## config.mk

```make
export PLATFORM = sky130hd
export DESIGN_NAME = vx_tex_dcr_seq_flat
export DESIGN_NICKNAME = d
export VERILOG_FILES = /design/src/rtl/vx_tex_dcr_seq_if.sv /design/src/rtl/vx_tex_dcr_seq.sv /design/src/flat_wrapper.sv
export SDC_FILE = /design/constraint.sdc
export NUM_CORES = 1
export LEC_CHECK = 0
export CORE_ASPECT_RATIO = 1.5
export CORE_MARGIN = 2
export CORE_UTILIZATION = 45
export CTS_BUF_LIST = sky130_fd_sc_hd__clkbuf_16
export CTS_CLUSTER_DIAMETER = 80
export DETAILED_ROUTE_END_ITERATION = 16
export PLACE_DENSITY = 0.81
export SLEW_MARGIN = 20
export SYNTH_ARGS = -nofsm -noshare
export SYNTH_HDL_FRONTEND = slang
export SYNTH_SLANG_ARGS = --single-unit
```

## constraint.sdc

```tcl
create_clock -name clk -period 51 [get_ports clk]
set_input_delay 10.2 -clock clk [delete_from_list [all_inputs] [get_ports clk]]
set_output_delay 10.2 -clock clk [all_outputs]
set_load 0.02 [all_outputs]
```

## src/rtl/vx_tex_dcr_seq_if.sv

```systemverilog
// Bundles the descriptor handshake, host DCR write port, and outgoing DCR bus
// of the texture DCR sequencer. Widths must match the sequencer's parameters.
interface vx_tex_dcr_seq_if #(
    parameter int NUM_STAGES = 1,
    parameter int NUM_MIPS   = 12
);
    localparam int STAGE_W         = (NUM_STAGES > 1) ? $clog2(NUM_STAGES) : 1;
    localparam int MIPC_W          = $clog2(NUM_MIPS + 1);
    localparam int TEX_ADDR_BITS   = 32;
    localparam int TEX_FORMAT_BITS = 3;
    localparam int TEX_FILTER_BITS = 1;
    localparam int TEX_WRAP_BITS   = 2;
    localparam int TEX_LOD_BITS    = 4;
    localparam int TEX_MIPOFF_BITS = 25;
    localparam int DCR_ADDR_W      = 12;
    localparam int DCR_DATA_W      = 32;

    logic                                req_valid;
    logic                                req_ready;
    logic [STAGE_W-1:0]                  req_stage;
    logic [TEX_ADDR_BITS-1:0]            req_baseaddr;
    logic [TEX_FORMAT_BITS-1:0]          req_format;
    logic [TEX_FILTER_BITS-1:0]          req_filter;
    logic [2*TEX_WRAP_BITS-1:0]          req_wraps;
    logic [2*TEX_LOD_BITS-1:0]           req_logdims;
    logic [NUM_MIPS*TEX_MIPOFF_BITS-1:0] req_mipoff;
    logic [MIPC_W-1:0]                   req_mip_count;

    logic                                host_write_valid;
    logic [DCR_ADDR_W-1:0]               host_write_addr;
    logic [DCR_DATA_W-1:0]               host_write_data;

    logic                                dcr_write_valid;
    logic [DCR_ADDR_W-1:0]               dcr_write_addr;
    logic [DCR_DATA_W-1:0]               dcr_write_data;

    logic                                busy;
    logic                                done;

    modport master (
        output req_valid, req_stage, req_baseaddr, req_format, req_filter,
               req_wraps, req_logdims, req_mipoff, req_mip_count,
               host_write_valid, host_write_addr, host_write_data,
        input  req_ready, dcr_write_valid, dcr_write_addr, dcr_write_data,
               busy, done
    );

    modport slave (
        input  req_valid, req_stage, req_baseaddr, req_format, req_filter,
               req_wraps, req_logdims, req_mipoff, req_mip_count,
               host_write_valid, host_write_addr, host_write_data,
        output req_ready, dcr_write_valid, dcr_write_addr, dcr_write_data,
               busy, done
    );
endinterface

```

## src/rtl/vx_tex_dcr_seq.sv

```systemverilog
// Texture DCR sequencer: expands one packed descriptor into the series of DCR
// writes that program a texture stage. Host writes share the bus and win every
// slot; a host stage-select write mid-sequence forces the captured stage to be
// re-selected before the sequence resumes.
module vx_tex_dcr_seq #(
    parameter int NUM_STAGES = 1,
    parameter int NUM_MIPS   = 12
) (
    input logic             clk,
    input logic             reset_n,
    vx_tex_dcr_seq_if.slave bus
);
    localparam int STAGE_W         = (NUM_STAGES > 1) ? $clog2(NUM_STAGES) : 1;
    localparam int MIPC_W          = $clog2(NUM_MIPS + 1);
    localparam int IDX_W           = (NUM_MIPS > 1) ? $clog2(NUM_MIPS) : 1;
    localparam int TEX_ADDR_BITS   = 32;
    localparam int TEX_FORMAT_BITS = 3;
    localparam int TEX_FILTER_BITS = 1;
    localparam int TEX_WRAP_BITS   = 2;
    localparam int TEX_LOD_BITS    = 4;
    localparam int TEX_MIPOFF_BITS = 25;
    localparam int DCR_ADDR_W      = 12;
    localparam int DCR_DATA_W      = 32;

    localparam logic [DCR_ADDR_W-1:0] DCR_TEX_STAGE  = 12'h003;
    localparam logic [DCR_ADDR_W-1:0] DCR_TEX_ADDR   = 12'h004;
    localparam logic [DCR_ADDR_W-1:0] DCR_TEX_LOGDIM = 12'h005;
    localparam logic [DCR_ADDR_W-1:0] DCR_TEX_FORMAT = 12'h006;
    localparam logic [DCR_ADDR_W-1:0] DCR_TEX_FILTER = 12'h007;
    localparam logic [DCR_ADDR_W-1:0] DCR_TEX_WRAP   = 12'h008;
    localparam logic [DCR_ADDR_W-1:0] DCR_TEX_MIPOFF = 12'h009;

    localparam logic [MIPC_W-1:0] NUM_MIPS_C = MIPC_W'(NUM_MIPS);
    localparam logic [MIPC_W-1:0] ONE_C      = MIPC_W'(1);

    typedef enum logic [3:0] {
        S_IDLE, S_STAGE, S_ADDR, S_FORMAT, S_FILTER, S_WRAP, S_LOGDIM, S_MIP, S_DONE
    } state_t;

    state_t                       state;
    logic [MIPC_W-1:0]            idx;
    logic [MIPC_W-1:0]            mip_cnt;
    logic                         restage;

    logic [STAGE_W-1:0]           stage_q;
    logic [TEX_ADDR_BITS-1:0]     base_q;
    logic [TEX_FORMAT_BITS-1:0]   format_q;
    logic [TEX_FILTER_BITS-1:0]   filter_q;
    logic [2*TEX_WRAP_BITS-1:0]   wraps_q;
    logic [2*TEX_LOD_BITS-1:0]    logdims_q;
    logic [TEX_MIPOFF_BITS-1:0]   mipoff_q [NUM_MIPS];

    logic                         in_seq;
    logic                         host_stage;
    logic                         last_issue;
    logic [MIPC_W-1:0]            req_cnt_clamped;
    logic [DCR_ADDR_W-1:0]        sel_addr;
    logic [DCR_DATA_W-1:0]        sel_data;

    assign req_cnt_clamped = (bus.req_mip_count > NUM_MIPS_C) ? NUM_MIPS_C : bus.req_mip_count;
    assign in_seq          = (state != S_IDLE) && (state != S_DONE);
    assign host_stage      = (bus.host_write_addr == DCR_TEX_STAGE);

    // Detect the slot that issues the final write of the sequence.
    always_comb begin
        last_issue = 1'b0;
        if (!bus.host_write_valid && !restage) begin
            if (state == S_LOGDIM)
                last_issue = (mip_cnt == '0);
            else if (state == S_MIP)
                last_issue = (idx == mip_cnt - ONE_C);
        end
    end

    // Select the sequencer's write for this slot; a pending restage takes precedence.
    always_comb begin
        sel_addr = '0;
        sel_data = '0;
        if (restage) begin
            sel_addr = DCR_TEX_STAGE;
            sel_data = DCR_DATA_W'(stage_q);
        end else begin
            case (state)
                S_STAGE: begin
                    sel_addr = DCR_TEX_STAGE;
                    sel_data = DCR_DATA_W'(stage_q);
                end
                S_ADDR: begin
                    sel_addr = DCR_TEX_ADDR;
                    sel_data = DCR_DATA_W'(base_q);
                end
                S_FORMAT: begin
                    sel_addr = DCR_TEX_FORMAT;
                    sel_data = DCR_DATA_W'(format_q);
                end
                S_FILTER: begin
                    sel_addr = DCR_TEX_FILTER;
                    sel_data = DCR_DATA_W'(filter_q);
                end
                S_WRAP: begin
                    sel_addr = DCR_TEX_WRAP;
                    sel_data[TEX_WRAP_BITS-1:0]       = wraps_q[TEX_WRAP_BITS-1:0];
                    sel_data[16 +: TEX_WRAP_BITS]     = wraps_q[TEX_WRAP_BITS +: TEX_WRAP_BITS];
                end
                S_LOGDIM: begin
                    sel_addr = DCR_TEX_LOGDIM;
                    sel_data[TEX_LOD_BITS-1:0]        = logdims_q[TEX_LOD_BITS-1:0];
                    sel_data[16 +: TEX_LOD_BITS]      = logdims_q[TEX_LOD_BITS +: TEX_LOD_BITS];
                end
                S_MIP: begin
                    sel_addr = DCR_TEX_MIPOFF + DCR_ADDR_W'(idx);
                    sel_data = DCR_DATA_W'(mipoff_q[IDX_W'(idx)]);
                end
                default: begin
                    sel_addr = '0;
                    sel_data = '0;
                end
            endcase
        end
    end

    // Capture the descriptor fields when a request is accepted.
    always_ff @(posedge clk) begin
        if (state == S_IDLE && bus.req_valid) begin
            stage_q   <= bus.req_stage;
            base_q    <= bus.req_baseaddr;
            format_q  <= bus.req_format;
            filter_q  <= bus.req_filter;
            wraps_q   <= bus.req_wraps;
            logdims_q <= bus.req_logdims;
            mip_cnt   <= req_cnt_clamped;
            for (int i = 0; i < NUM_MIPS; i++)
                mipoff_q[i] <= bus.req_mipoff[i*TEX_MIPOFF_BITS +: TEX_MIPOFF_BITS];
        end
    end

    // Sequencer FSM: stalls on host slots, inserts restage writes, pulses done.
    always_ff @(posedge clk or negedge reset_n) begin
        if (!reset_n) begin
            state         <= S_IDLE;
            idx           <= '0;
            restage       <= 1'b0;
            bus.req_ready <= 1'b1;
            bus.busy      <= 1'b0;
            bus.done      <= 1'b0;
        end else begin
            bus.done <= 1'b0;
            case (state)
                S_IDLE: begin
                    if (bus.req_valid) begin
                        state         <= S_STAGE;
                        idx           <= '0;
                        bus.busy      <= 1'b1;
                        bus.req_ready <= 1'b0;
                    end
                end
                S_DONE: begin
                    state         <= S_IDLE;
                    bus.busy      <= 1'b0;
                    bus.req_ready <= 1'b1;
                end
                default: begin
                    if (bus.host_write_valid) begin
                        if (host_stage && state != S_STAGE)
                            restage <= 1'b1;
                    end else if (restage) begin
                        restage <= 1'b0;
                    end else begin
                        if (last_issue) begin
                            state    <= S_DONE;
                            bus.done <= 1'b1;
                        end
                        case (state)
                            S_STAGE:  state <= S_ADDR;
                            S_ADDR:   state <= S_FORMAT;
                            S_FORMAT: state <= S_FILTER;
                            S_FILTER: state <= S_WRAP;
                            S_WRAP:   state <= S_LOGDIM;
                            S_LOGDIM: if (!last_issue) state <= S_MIP;
                            S_MIP:    idx <= idx + ONE_C;
                            default:  state <= state;
                        endcase
                    end
                end
            endcase
        end
    end

    // Registered DCR bus: host write wins the slot, otherwise the sequencer's selection.
    always_ff @(posedge clk or negedge reset_n) begin
        if (!reset_n) begin
            bus.dcr_write_valid <= 1'b0;
            bus.dcr_write_addr  <= '0;
            bus.dcr_write_data  <= '0;
        end else if (bus.host_write_valid) begin
            bus.dcr_write_valid <= 1'b1;
            bus.dcr_write_addr  <= bus.host_write_addr;
            bus.dcr_write_data  <= bus.host_write_data;
        end else if (in_seq) begin
            bus.dcr_write_valid <= 1'b1;
            bus.dcr_write_addr  <= sel_addr;
            bus.dcr_write_data  <= sel_data;
        end else begin
            bus.dcr_write_valid <= 1'b0;
        end
    end
endmodule
```

## src/flat_wrapper.sv

```systemverilog
// flat-port wrapper written by rule: the top's interface ports become plain ports
module vx_tex_dcr_seq_flat 
#(
    parameter int NUM_STAGES = 1,
    parameter int NUM_MIPS   = 12
)
  (clk, reset_n, bus_req_valid, bus_req_stage, bus_req_baseaddr, bus_req_format, bus_req_filter, bus_req_wraps, bus_req_logdims, bus_req_mipoff, bus_req_mip_count, bus_host_write_valid, bus_host_write_addr, bus_host_write_data, bus_req_ready, bus_dcr_write_valid, bus_dcr_write_addr, bus_dcr_write_data, bus_busy, bus_done);
  vx_tex_dcr_seq_if #(.NUM_STAGES(NUM_STAGES), .NUM_MIPS(NUM_MIPS)) bus_i ();
  input logic clk;
  input logic reset_n;
  input wire logic [$bits(bus_i.req_valid)-1:0] bus_req_valid;
  input wire logic [$bits(bus_i.req_stage)-1:0] bus_req_stage;
  input wire logic [$bits(bus_i.req_baseaddr)-1:0] bus_req_baseaddr;
  input wire logic [$bits(bus_i.req_format)-1:0] bus_req_format;
  input wire logic [$bits(bus_i.req_filter)-1:0] bus_req_filter;
  input wire logic [$bits(bus_i.req_wraps)-1:0] bus_req_wraps;
  input wire logic [$bits(bus_i.req_logdims)-1:0] bus_req_logdims;
  input wire logic [$bits(bus_i.req_mipoff)-1:0] bus_req_mipoff;
  input wire logic [$bits(bus_i.req_mip_count)-1:0] bus_req_mip_count;
  input wire logic [$bits(bus_i.host_write_valid)-1:0] bus_host_write_valid;
  input wire logic [$bits(bus_i.host_write_addr)-1:0] bus_host_write_addr;
  input wire logic [$bits(bus_i.host_write_data)-1:0] bus_host_write_data;
  output wire logic [$bits(bus_i.req_ready)-1:0] bus_req_ready;
  output wire logic [$bits(bus_i.dcr_write_valid)-1:0] bus_dcr_write_valid;
  output wire logic [$bits(bus_i.dcr_write_addr)-1:0] bus_dcr_write_addr;
  output wire logic [$bits(bus_i.dcr_write_data)-1:0] bus_dcr_write_data;
  output wire logic [$bits(bus_i.busy)-1:0] bus_busy;
  output wire logic [$bits(bus_i.done)-1:0] bus_done;
  assign bus_i.req_valid = bus_req_valid;
  assign bus_i.req_stage = bus_req_stage;
  assign bus_i.req_baseaddr = bus_req_baseaddr;
  assign bus_i.req_format = bus_req_format;
  assign bus_i.req_filter = bus_req_filter;
  assign bus_i.req_wraps = bus_req_wraps;
  assign bus_i.req_logdims = bus_req_logdims;
  assign bus_i.req_mipoff = bus_req_mipoff;
  assign bus_i.req_mip_count = bus_req_mip_count;
  assign bus_i.host_write_valid = bus_host_write_valid;
  assign bus_i.host_write_addr = bus_host_write_addr;
  assign bus_i.host_write_data = bus_host_write_data;
  assign bus_req_ready = bus_i.req_ready;
  assign bus_dcr_write_valid = bus_i.dcr_write_valid;
  assign bus_dcr_write_addr = bus_i.dcr_write_addr;
  assign bus_dcr_write_data = bus_i.dcr_write_data;
  assign bus_busy = bus_i.busy;
  assign bus_done = bus_i.done;
  vx_tex_dcr_seq #(.NUM_STAGES(NUM_STAGES), .NUM_MIPS(NUM_MIPS)) u_core (.clk(clk), .reset_n(reset_n), .bus(bus_i));
endmodule
```

==> summary.txt <==
Run status
  • Status: completed

Critical path
  • Reg-to-Reg End: u_core.mipoff_q[10][9]
  • Slowest CP cell: buf_4
  • Crit. End Element: register
  • Startpoint Class: input port
  • CP top delay family: buffers and inverters
  • Worst path required time: 51140 ps
  • R2r startpoint: u_core.state[0]
  • CP Max Fanout: 93
  • Reg2Reg Setup Slack: 46940 ps
  • Arrival time worst endpoint: 13070 ps
  • Critical path's largest stage delay: 860 ps
  • Critical path class: input port to register
  • R2r worst-path depth: 4
  • CP cell instances: clkdlybuf4s50_1 > nor3b_4 > buf_6 > buf_4
  • Critical path buffers and inverters: 3

Synth
  • Syn_nets: 1358
  • Post-synthesis sequential area ratio: 73.4%
  • Main synth FF type: edfxtp_1
  • Mapped Cells: 955
  • Post-Syn Area per Cell: 17.2 µm²
  • Netlist Area Pre-Place: 0.0164 mm²
  • Synth area leader: edfxtp_1
  • Post-synth EDFFs: 353
  • Yosys Warn Count: 0
  • Yosys top cell area share: 64.7%
  • Ys async rst share: 13.9%
  • Synthesis-stage register bit count: 410
  • Synth top area cells: edfxtp_1 (65%), dfrtp_1 (8.6%), mux4_2 (8.4%)
  • Number of distinct library cells after synthesis: 59

GRT
  • Overflow after GRT: 0
  • Largest net degree at the start of global routing: 175
  • Antenna violations before repair: 13
  • First-pass GRT wire length: 66.0 mm
  • Vias in the first global route: 10892
  • Gr usage total: 23.3%

Place
  • GP Congestion: 0.817
  • Detail Placement HPWL: 32.2 mm
  • Cell Area, Placed: 0.0213 mm²
  • I/O Buffers: 448

Die
  • # rows: 85
  • IO Pins: 449
  • Initial Utilization: 45.6%
  • Die Footprint: 0.0380 mm²
  • Chip width: 160 µm
  • Core footprint: 0.0359 mm²
  • Die height: 238 µm

Timing
  • Setup_tns: 0 ps
  • Final-report max-slew violation count: 0
  • Fin Hold WS: 469 ps
  • Max frequency: 0.0774 GHz
  • Fin crit share: 25.3%
  • Tmin final: 12920 ps
  • Worst Tran Pin Value: 1130 ps
  • Setup violators final: 0
  • Slew headroom: 24.9%
  • Final hold vios: 0
  • RSZ-0062 raised after global routing: false
  • Post-route clock skew: 9.44 ps

CTS
  • # hold bufs at CTS: 0
  • Postcts setup bufs: 0
  • TritonCTS buffer count: 38
  • Clock insertion delay at the later pin of the skew report: 530 ps
  • Post-cts repair resize count: 0
  • Clock Pin Slew Worst Setup and Hold Paths: 60 ps
  • CTS tree: yes
  • Clock Root Buffer: clkbuf_16
  • CTS sink count: 410
  • Max Root-Sink Buffers: 3
  • CTS H-tree depth: 2

Detailed routing
  • Drt drc: 0
  • Drt wl/cell: 23.5 µm
  • Routed Antenna Nets: 0
  • Pre-Repair DR Iteration Count: 5
  • DR vias: 10321
  • DRT iter0 DRCs: 830
  • Post-Route WL: 45.0 mm
  • Vias per cell: 5.40

Final layout
  • Area Growth Syn to Fin: 37.1%
  • Share of layout cells above drive strength 1: 11.7%
  • Fill cells: 2612
  • Area of the multi-input gates: 0.00394 mm²
  • Final core occ: 62.5%
  • Final Instance Area: 0.0225 mm²
  • Seq. cell area: 0.0120 mm²
  • Final nets: 1795

Power
  • Power Total: 951 µW
  • PwrDens: 42.3 mW/mm²
  • Peak supply drop: 0.0292 mV
  • Pleak: 7.67 nW

Hold path
  • Hold Crit Depth: 2
  • HP Class: register to register
  • Min-Delay Endpoint: u_core.bus.dcr_write_data[31]
  • Hold_sp: u_core.base_q[31]

Run
  • Max_cap viols: 0
## logic make-up (layout without fill, tap and decap cells)
logic type / after synthesis / in the layout / synth area share [%]
flip-flops: 410 / 410 / 73.4
other: 0 / 11 / 0
XOR/XNOR: 8 / 8 / 0.428
AND/OR/NAND/NOR: 154 / 154 / 4.28
AO/OA/AOI/OAI: 175 / 175 / 7.20
adder cells (fa/ha/maj): 2 / 2 / 0.153
multiplexers: 115 / 115 / 11.9
buffers and inverters: 91 / 558 / 2.63
## layer usage
metal,global-route usage (%),wire [µm]
met1,27.0,16100
met2,42.1,24100
met3,4.29,2820
met4,10.6,1940
met5,0,26
## worst max-delay path by stage
| stage | startpoint | end | slack, ps | depth (start not counted) |
|---|---|---|---|---|
| after floorplan | bus_req_valid | u_core.idx[1] | 25870 | 2 |
| after global routing | bus_req_valid | u_core.mipoff_q[10][9] | 37910 | 4 |
| after detailed placement | bus_req_valid | u_core.mipoff_q[10][9] | 37270 | 4 |
| after global placement | bus_req_valid | u_core.mipoff_q[10][9] | 37410 | 4 |
| final | bus_req_valid | u_core.mipoff_q[10][9] | 38080 | 4 |
| after CTS | bus_req_valid | u_core.mipoff_q[10][9] | 37810 | 4 |
## per-stage QoR
| step | worst slack [ps] | std cells |
|---|---|---|
| after detailed placement | 37270 | 1830 |
| after floorplan | 25870 | 955 |
| after global placement | 37410 | 1830 |
| after global routing | 37910 | 1911 |
| final | 38080 | 1911 |
| after CTS | 37810 | 1900 |
## where the power goes
part	internal (mW)	total (mW)	switching [mW]	leakage (nW)
sequential	0.396	0.427	0.0315	3.89
clock	0.149	0.268	0.119	0.628
combinational	0.128	0.256	0.128	3.15
## flip-flops by register name (all words and copies together), names as in the netlist, 3 cells and up
| register | flops |
|---|---|
| u_core.mipoff_q | 300 |
| u_core.base_q | 32 |
| u_core.bus.dcr_write_data | 32 |
| u_core.bus.dcr_write_addr | 12 |
| u_core.logdims_q | 8 |
| u_core.idx | 4 |
| u_core.mip_cnt | 4 |
| u_core.state | 4 |
| u_core.wraps_q | 4 |
| u_core.format_q | 3 |
## cells in the mapped netlist, types with 8 or more instances
| library cell | n |
|---|---|
| edfxtp_1 | 353 |
| nand2_1 | 68 |
| mux4_2 | 61 |
| a21oi_1 | 56 |
| dfrtp_1 | 56 |
| nor2_1 | 40 |
| inv_1 | 28 |
| mux2_2 | 27 |
| mux2i_1 | 26 |
| clkbuf_1 | 25 |
| o21ai_0 | 25 |
| buf_2 | 24 |
| a221oi_1 | 12 |
| o31ai_1 | 11 |
| a22oi_1 | 9 |
| nand3_1 | 9 |
| nor3_1 | 9 |
| o21ai_1 | 9 |
| a222oi_1 | 8 |
## cell usage in the layout (no fill, tap or decap), types with 3 or more instances in the layout
cell | Yosys | final
nand2b_1 | 3 | 3
o21a_1 | 3 | 3
nor3_1 | 9 | 8
mux2i_1 | 26 | 26
a221oi_1 | 12 | 12
a22oi_1 | 9 | 9
clkinv_2 | 0 | 4
nor4_1 | 3 | 3
clkbuf_16 | 0 | 41
o31ai_1 | 11 | 11
a221o_1 | 7 | 7
a211oi_2 | 5 | 5
nand3b_1 | 4 | 4
mux4_2 | 61 | 61
a222oi_1 | 8 | 8
clkinv_1 | 0 | 8
xnor2_1 | 7 | 7
mux2_2 | 27 | 27
buf_4 | 2 | 10
o21ai_1 | 9 | 9
a21boi_1 | 7 | 7
nor2_1 | 40 | 40
clkdlybuf4s50_1 | 0 | 446
or3_1 | 4 | 4
inv_1 | 28 | 43
a21oi_1 | 56 | 56
nand2_1 | 68 | 68
nand3_1 | 9 | 9
edfxtp_1 | 353 | 353
a211oi_1 | 7 | 7
o21ai_0 | 25 | 25
dfrtp_1 | 56 | 52
diode_2 | 0 | 11
## tightest hold or removal path, delay by kind of cell (launching register included)
family / cells / cell delay (ps)
flip-flops: 1 / 320
AO/OA/AOI/OAI: 1 / 60
buffers and inverters: 1 / 50
## cell type report
class	instances	share of cell area, %
multi-input combinational	454	17.6
timing repair buffer	460	20.4
tap	478	2.66
clock buffer	41	4.57
antenna	11	0.123
sequential	410	53.6
inverter	28	0.468
clock inverter	29	0.641
Note: power is estimated with default switching activity, not from simulation.
